==> src/rtl/fifo_ctr_dp_if.sv <==
// ============================================================================
// fifo_ctr_dp_if : request/RAM-control bundle for the dual-port FIFO controller
// Revision 1.0
// ============================================================================
`default_nettype none

interface fifo_ctr_dp_if #(
  parameter int AW = 6
);
  logic          push;
  logic          pop;
  logic          wen;
  logic [AW-1:0] waddr;
  logic          ren;
  logic [AW-1:0] raddr;
  logic          rvalid;
  logic [AW:0]   count;
  logic          empty;
  logic          almost_empty;
  logic          full;
  logic          almost_full;
  logic          overflow;
  logic          underflow;
  logic          error;

  modport master (
    output push, pop,
    input  wen, waddr, ren, raddr, rvalid, count,
    input  empty, almost_empty, full, almost_full,
    input  overflow, underflow, error
  );

  modport slave (
    input  push, pop,
    output wen, waddr, ren, raddr, rvalid, count,
    output empty, almost_empty, full, almost_full,
    output overflow, underflow, error
  );
endinterface

`default_nettype wire

==> src/rtl/fifo_ctr_dp.sv <==
// ============================================================================
// fifo_ctr_dp : pointer/occupancy controller for a synchronous dual-port RAM
// Revision 1.0
// ============================================================================
`default_nettype none

module fifo_ctr_dp #(
  parameter int DEPTH    = 64,
  parameter int AW       = 6,
  parameter int AE_LEVEL = 1,
  parameter int AF_LEVEL = 63
) (
  input  logic         clk,
  input  logic         rst,
  fifo_ctr_dp_if.slave bus
);

  localparam logic [1:0] c_st_empty  = 2'd0;
  localparam logic [1:0] c_st_active = 2'd1;
  localparam logic [1:0] c_st_full   = 2'd2;

  localparam logic [AW:0] c_one      = (AW+1)'(1);
  localparam logic [AW:0] c_depth_m1 = (AW+1)'(DEPTH - 1);
  localparam logic [AW:0] c_ae_level = (AW+1)'(AE_LEVEL);
  localparam logic [AW:0] c_af_level = (AW+1)'(AF_LEVEL);

  logic [1:0]    r_state;
  logic [1:0]    w_state_next;
  logic [AW-1:0] r_wptr;
  logic [AW-1:0] r_rptr;
  logic [AW:0]   r_count;
  logic [AW:0]   w_count_next;
  logic          r_rvalid;
  logic          r_error;
  logic          w_empty;
  logic          w_full;
  logic          w_wacc;
  logic          w_racc;

  // Flags come only from registers, so push/pop never reach them combinationally.
  assign w_empty = (r_state == c_st_empty);
  assign w_full  = (r_state == c_st_full);

  assign w_wacc = bus.push & ~w_full  & ~rst;
  assign w_racc = bus.pop  & ~w_empty & ~rst;

  assign w_count_next = r_count + {{AW{1'b0}}, w_wacc} - {{AW{1'b0}}, w_racc};

  always_comb begin
    w_state_next = r_state;
    case (r_state)
      c_st_empty: begin
        if (w_wacc) w_state_next = c_st_active;
      end
      c_st_active: begin
        if (r_count == c_one && w_racc && !w_wacc)
          w_state_next = c_st_empty;
        else if (r_count == c_depth_m1 && w_wacc && !w_racc)
          w_state_next = c_st_full;
      end
      c_st_full: begin
        if (w_racc) w_state_next = c_st_active;
      end
      default: w_state_next = c_st_empty;
    endcase
  end

  // Pointers wrap naturally because DEPTH == 2**AW.
  always_ff @(posedge clk) begin
    if (rst) begin
      r_state  <= c_st_empty;
      r_wptr   <= '0;
      r_rptr   <= '0;
      r_count  <= '0;
      r_rvalid <= 1'b0;
      r_error  <= 1'b0;
    end else begin
      r_state  <= w_state_next;
      r_wptr   <= r_wptr + {{(AW-1){1'b0}}, w_wacc};
      r_rptr   <= r_rptr + {{(AW-1){1'b0}}, w_racc};
      r_count  <= w_count_next;
      r_rvalid <= w_racc;
      r_error  <= r_error | bus.overflow | bus.underflow;
    end
  end

  assign bus.wen          = w_wacc;
  assign bus.waddr        = r_wptr;
  assign bus.ren          = w_racc;
  assign bus.raddr        = r_rptr;
  assign bus.rvalid       = r_rvalid;
  assign bus.count        = r_count;
  assign bus.empty        = w_empty;
  assign bus.full         = w_full;
  assign bus.almost_empty = (r_count <= c_ae_level);
  assign bus.almost_full  = (r_count >= c_af_level);
  assign bus.overflow     = bus.push & w_full  & ~rst;
  assign bus.underflow    = bus.pop  & w_empty & ~rst;
  assign bus.error        = r_error;

endmodule

`default_nettype wire

==> src/flat_wrapper.sv <==
// flat-port wrapper written by rule: the top's interface ports become plain ports
module fifo_ctr_dp_flat 
#(
  parameter int DEPTH    = 64,
  parameter int AW       = 6,
  parameter int AE_LEVEL = 1,
  parameter int AF_LEVEL = 63
)
  (clk, rst, bus_push, bus_pop, bus_wen, bus_waddr, bus_ren, bus_raddr, bus_rvalid, bus_count, bus_empty, bus_almost_empty, bus_full, bus_almost_full, bus_overflow, bus_underflow, bus_error);
  fifo_ctr_dp_if #(.AW(AW)) bus_i ();
  input  logic clk;
  input  logic rst;
  input wire logic [$bits(bus_i.push)-1:0] bus_push;
  input wire logic [$bits(bus_i.pop)-1:0] bus_pop;
  output wire logic [$bits(bus_i.wen)-1:0] bus_wen;
  output wire logic [$bits(bus_i.waddr)-1:0] bus_waddr;
  output wire logic [$bits(bus_i.ren)-1:0] bus_ren;
  output wire logic [$bits(bus_i.raddr)-1:0] bus_raddr;
  output wire logic [$bits(bus_i.rvalid)-1:0] bus_rvalid;
  output wire logic [$bits(bus_i.count)-1:0] bus_count;
  output wire logic [$bits(bus_i.empty)-1:0] bus_empty;
  output wire logic [$bits(bus_i.almost_empty)-1:0] bus_almost_empty;
  output wire logic [$bits(bus_i.full)-1:0] bus_full;
  output wire logic [$bits(bus_i.almost_full)-1:0] bus_almost_full;
  output wire logic [$bits(bus_i.overflow)-1:0] bus_overflow;
  output wire logic [$bits(bus_i.underflow)-1:0] bus_underflow;
  output wire logic [$bits(bus_i.error)-1:0] bus_error;
  assign bus_i.push = bus_push;
  assign bus_i.pop = bus_pop;
  assign bus_wen = bus_i.wen;
  assign bus_waddr = bus_i.waddr;
  assign bus_ren = bus_i.ren;
  assign bus_raddr = bus_i.raddr;
  assign bus_rvalid = bus_i.rvalid;
  assign bus_count = bus_i.count;
  assign bus_empty = bus_i.empty;
  assign bus_almost_empty = bus_i.almost_empty;
  assign bus_full = bus_i.full;
  assign bus_almost_full = bus_i.almost_full;
  assign bus_overflow = bus_i.overflow;
  assign bus_underflow = bus_i.underflow;
  assign bus_error = bus_i.error;
  fifo_ctr_dp #(.DEPTH(DEPTH), .AW(AW), .AE_LEVEL(AE_LEVEL), .AF_LEVEL(AF_LEVEL)) u_core (.clk(clk), .rst(rst), .bus(bus_i));
endmodule
==> config.mk <==
export PLATFORM = sky130hd
export DESIGN_NAME = fifo_ctr_dp_flat
export DESIGN_NICKNAME = d
export VERILOG_FILES = /design/src/rtl/fifo_ctr_dp_if.sv /design/src/rtl/fifo_ctr_dp.sv /design/src/flat_wrapper.sv
export SDC_FILE = /design/constraint.sdc
export NUM_CORES = 1
export LEC_CHECK = 0
export ABC_AREA = 1
export ABC_CLOCK_PERIOD_IN_PS = 2400
export BUFFER_PORTS_ARGS = -buffer_cell sky130_fd_sc_hd__buf_2
export CORE_MARGIN = 3
export CORE_UTILIZATION = 25
export DETAILED_ROUTE_END_ITERATION = 12
export PLACE_DENSITY = 0.48
export SLEW_MARGIN = 20
export SYNTH_ARGS = -nofsm -noshare
export SYNTH_HDL_FRONTEND = slang
export SYNTH_SLANG_ARGS = --single-unit
==> constraint.sdc <==
create_clock -name clk -period 2.4 [get_ports clk]
set_clock_uncertainty 0.1 [all_clocks]
set_input_delay 0.48 -clock clk [delete_from_list [all_inputs] [get_ports clk]]
set_output_delay 0.48 -clock clk [all_outputs]
set_load 0.05 [all_outputs]
==> results.cfg <==
[outcome]
status = completed

[logic_synthesis]
synthAdderAreaFrac_pct = 21.5
synthArstFlopShare_pct = 0
yosys.area.top_type = dfxtp_1
synth_top_family_by_area = simple AND/OR/NAND/NOR gates
ys.warnings.count = 0
synth_nets = 204
yosysMostFrequentCell = inv_1
synth.avg_cell_area_um2 = 7.75
ys_top_cells_by_area = dfxtp_1 34%, ha_1 20%, inv_1 7.4%
synth_common_cells = 27 x inv_1, 23 x dfxtp_1, 23 x nor2_1
synthCells = 177
synth_area_um2 = 1370
synth_edf_count = 0
yosysUniqueCellTypes = 22
synth-xor-area-share_pct = 1.28
synth.top_cell.area_share_pct = 33.6
synth-simple-area-share_pct = 24.8
synth-seq-cells = 23
yosysSeqAreaShare_pct = 33.6
synthMuxAreaShare_pct = 0
synth_compound_area_share_pct = 9.67
dominantRegCellSynth = dfxtp_1

[global_routing]
grt_pass1_wl_um = 5100
grt_pass1_vias = 1150
grt_max_degree = 15
grt_usage_pct = 10.0
grt_overflow = 0
antenna_found_initial = 0

[setup_path]
crit_start = u_core.bus.count[1]
r2r-start = u_core.r_state[0]
worstPathRequired_ps = 1820
reg2regPathDepth = 13
arrival_ps = 1610
critPathMaxFanout = 6
crit_path_end = bus_almost_empty
endpoint_kind = output port
reg2reg_slack_ps = 270
cp-start-kind = flop
crit-reg2reg-capture = u_core.bus.count[6]
path_class = flop to output port

[sta]
setup_viol_count_final = 0
hold_violations = 0
holdWs_ps = 381
finalCriticalPeriod_ps = 2190
period_share_pct = 91.4
tightestPinTransition_ps = 347
report.final.slew_viol_count = 0
setup_ws_ps = 207
rsz0062_at_grt = no
maxSlewHeadroom_pct = 76.9
fmax_ghz = 0.456

[floorplanning]
core_area_um2 = 5200
ios = 33
die_h_um = 80.1
die_w_um = 80.1
start_util_pct = 26.3
fp-row-count = 26
die_area_um2 = 6410

[power_and_ir_drop]
pwr-share-seq_pct = 28.9
vdd_drop_max_uv = 550
p_leak_uw = 0.000851
p_int_uw = 874
p_switching_uw = 958
switching_share_pct = 52.3
pwr_density_cell_nw_per_um2 = 1060
comb_power_share_pct = 57.4
power_frac_clock_pct = 13.7

[route]
drc_errors = 0
vias_per_cell = 4.17
first_pass_iters = 4
dr.first_iter.drc_count = 26
routed_wl_um = 2980
wl_per_cell_um = 10.4
ant_nets = 0
num_vias = 1193

[clocking]
cts_setup_buffers = 0
cts_tree = built
clockRootBuffer = clkbuf_8
clk_latency_ps = 260
clock-sinks = 23
h-tree-depth = 1
clkTransAtPathRegs_ps = 90
numCtsBuffers = 3
cts_hold_buf = 0
cts_buffer_depth = 2
post_cts_resized = 0

[job]
drv_cap = 0

[placed_design]
placed_cell_area_um2 = 1670
dp_cells = 282
place.detailed.hpwl_um = 2410
detailedPlace.worstSlack_ps = 56.9
port_buffers = 32
gp_congestion = 0.814

[cells_and_area]
final_area_um2 = 1730
nets = 244
fin_util_pct = 33.2
num_antenna_cells = 0
fill_cells = 571
final_cells = 286
layout-drive-gt1-share_pct = 27.8
multi_input_area_um2 = 811
syn_to_final_growth_pct = 26.0
seqCellArea_um2 = 464

[worst_hold_path]
hold_path_class = flop to flop
placed cells by master, fill, tap and decap left out, types with 3 or more instances in the layout:
| cell type | synthesis | final |
|---|---|---|
| a21oi_1 | 12 | 12 |
| buf_2 | 0 | 32 |
| buf_4 | 0 | 5 |
| clkbuf_8 | 0 | 3 |
| dfxtp_1 | 23 | 22 |
| ha_1 | 22 | 21 |
| inv_1 | 27 | 27 |
| inv_2 | 4 | 3 |
| nand2_1 | 21 | 21 |
| nand3_1 | 9 | 7 |
| nand3_2 | 3 | 5 |
| nand4_1 | 5 | 5 |
| nor2_1 | 23 | 23 |
| nor2_4 | 2 | 3 |
| nor3_1 | 3 | 3 |
| o21ai_0 | 10 | 8 |
power groups by stage:
stage               clock [µW]  sequential [µW]  combinational, µW
finish                     252              529               1050
CTS                        268              530               1040
global route               283              545               1180
global placement             0              539               1050
floorplan                    0              706                644
detailed placement           0              537               1040
cell type report:
| class | count | share of cell area, % |
|---|---|---|
| well taps | 70 | 5.07 |
| flip-flops and latches | 23 | 26.9 |
| inverters | 31 | 6.88 |
| multi-input cells | 121 | 46.9 |
| repair buffers | 37 | 11.4 |
| clock buffers | 3 | 2.39 |
| clock inverters | 1 | 0.434 |
how the worst min path moves through the flow:
stage                                  from           endpoint  slack [ps]  cells past startpoint
final                      u_core.bus.error   u_core.bus.error         380                      2
after global routing                bus_pop  u_core.bus.rvalid         400                      3
after detailed placement   u_core.bus.error   u_core.bus.error         370                      2
after CTS                  u_core.bus.error   u_core.bus.error         390                      2
after floorplan           u_core.r_state[0]  u_core.r_state[0]         460                      3
after global placement     u_core.bus.error   u_core.bus.error         360                      2
critical path, stage by stage, from the launching register on:
cell	delay [ps]
dfxtp_1	530
inv_2	110
ha_1	210
nand2_1	50
nand4_1	70
o21ai_1	90
buf_2	280
registers in the layout, indices dropped and copies added, names as in the netlist:
register,cells
u_core.bus.error,1
u_core.bus.waddr,6
u_core.bus.rvalid,1
u_core.r_state,2
u_core.bus.raddr,6
u_core.bus.count,7
cells by family (layout without fill, tap and decap cells):
logic type                 after synthesis  count (layout)
AOI/OAI and AO/OA                       25              25
and+or+nand+nor                         71              71
buffers and inverters                   33              72
adders and majority gates               23              23
DFF                                     23              23
xor gates and xnor gates                 2               2
metrics by stage:
step	power (µW)	setup TNS (ps)
3_5_place_dp	1580	0
3_3_place_gp	1590	0
5_1_grt	2010	0
4_1_cts	1840	0
6_report	1830	0
2_1_floorplan	1350	-12.0
routing by layer:
layer	global-route usage [%]	share of wire, %	up-vias
met5	0	0	-
met4	3.55	0.84	0
met3	2.47	5.1	2
met2	16.3	44	19
met1	12.9	50	525
li1	-	-	647
Power figures use the tool's default switching activity.
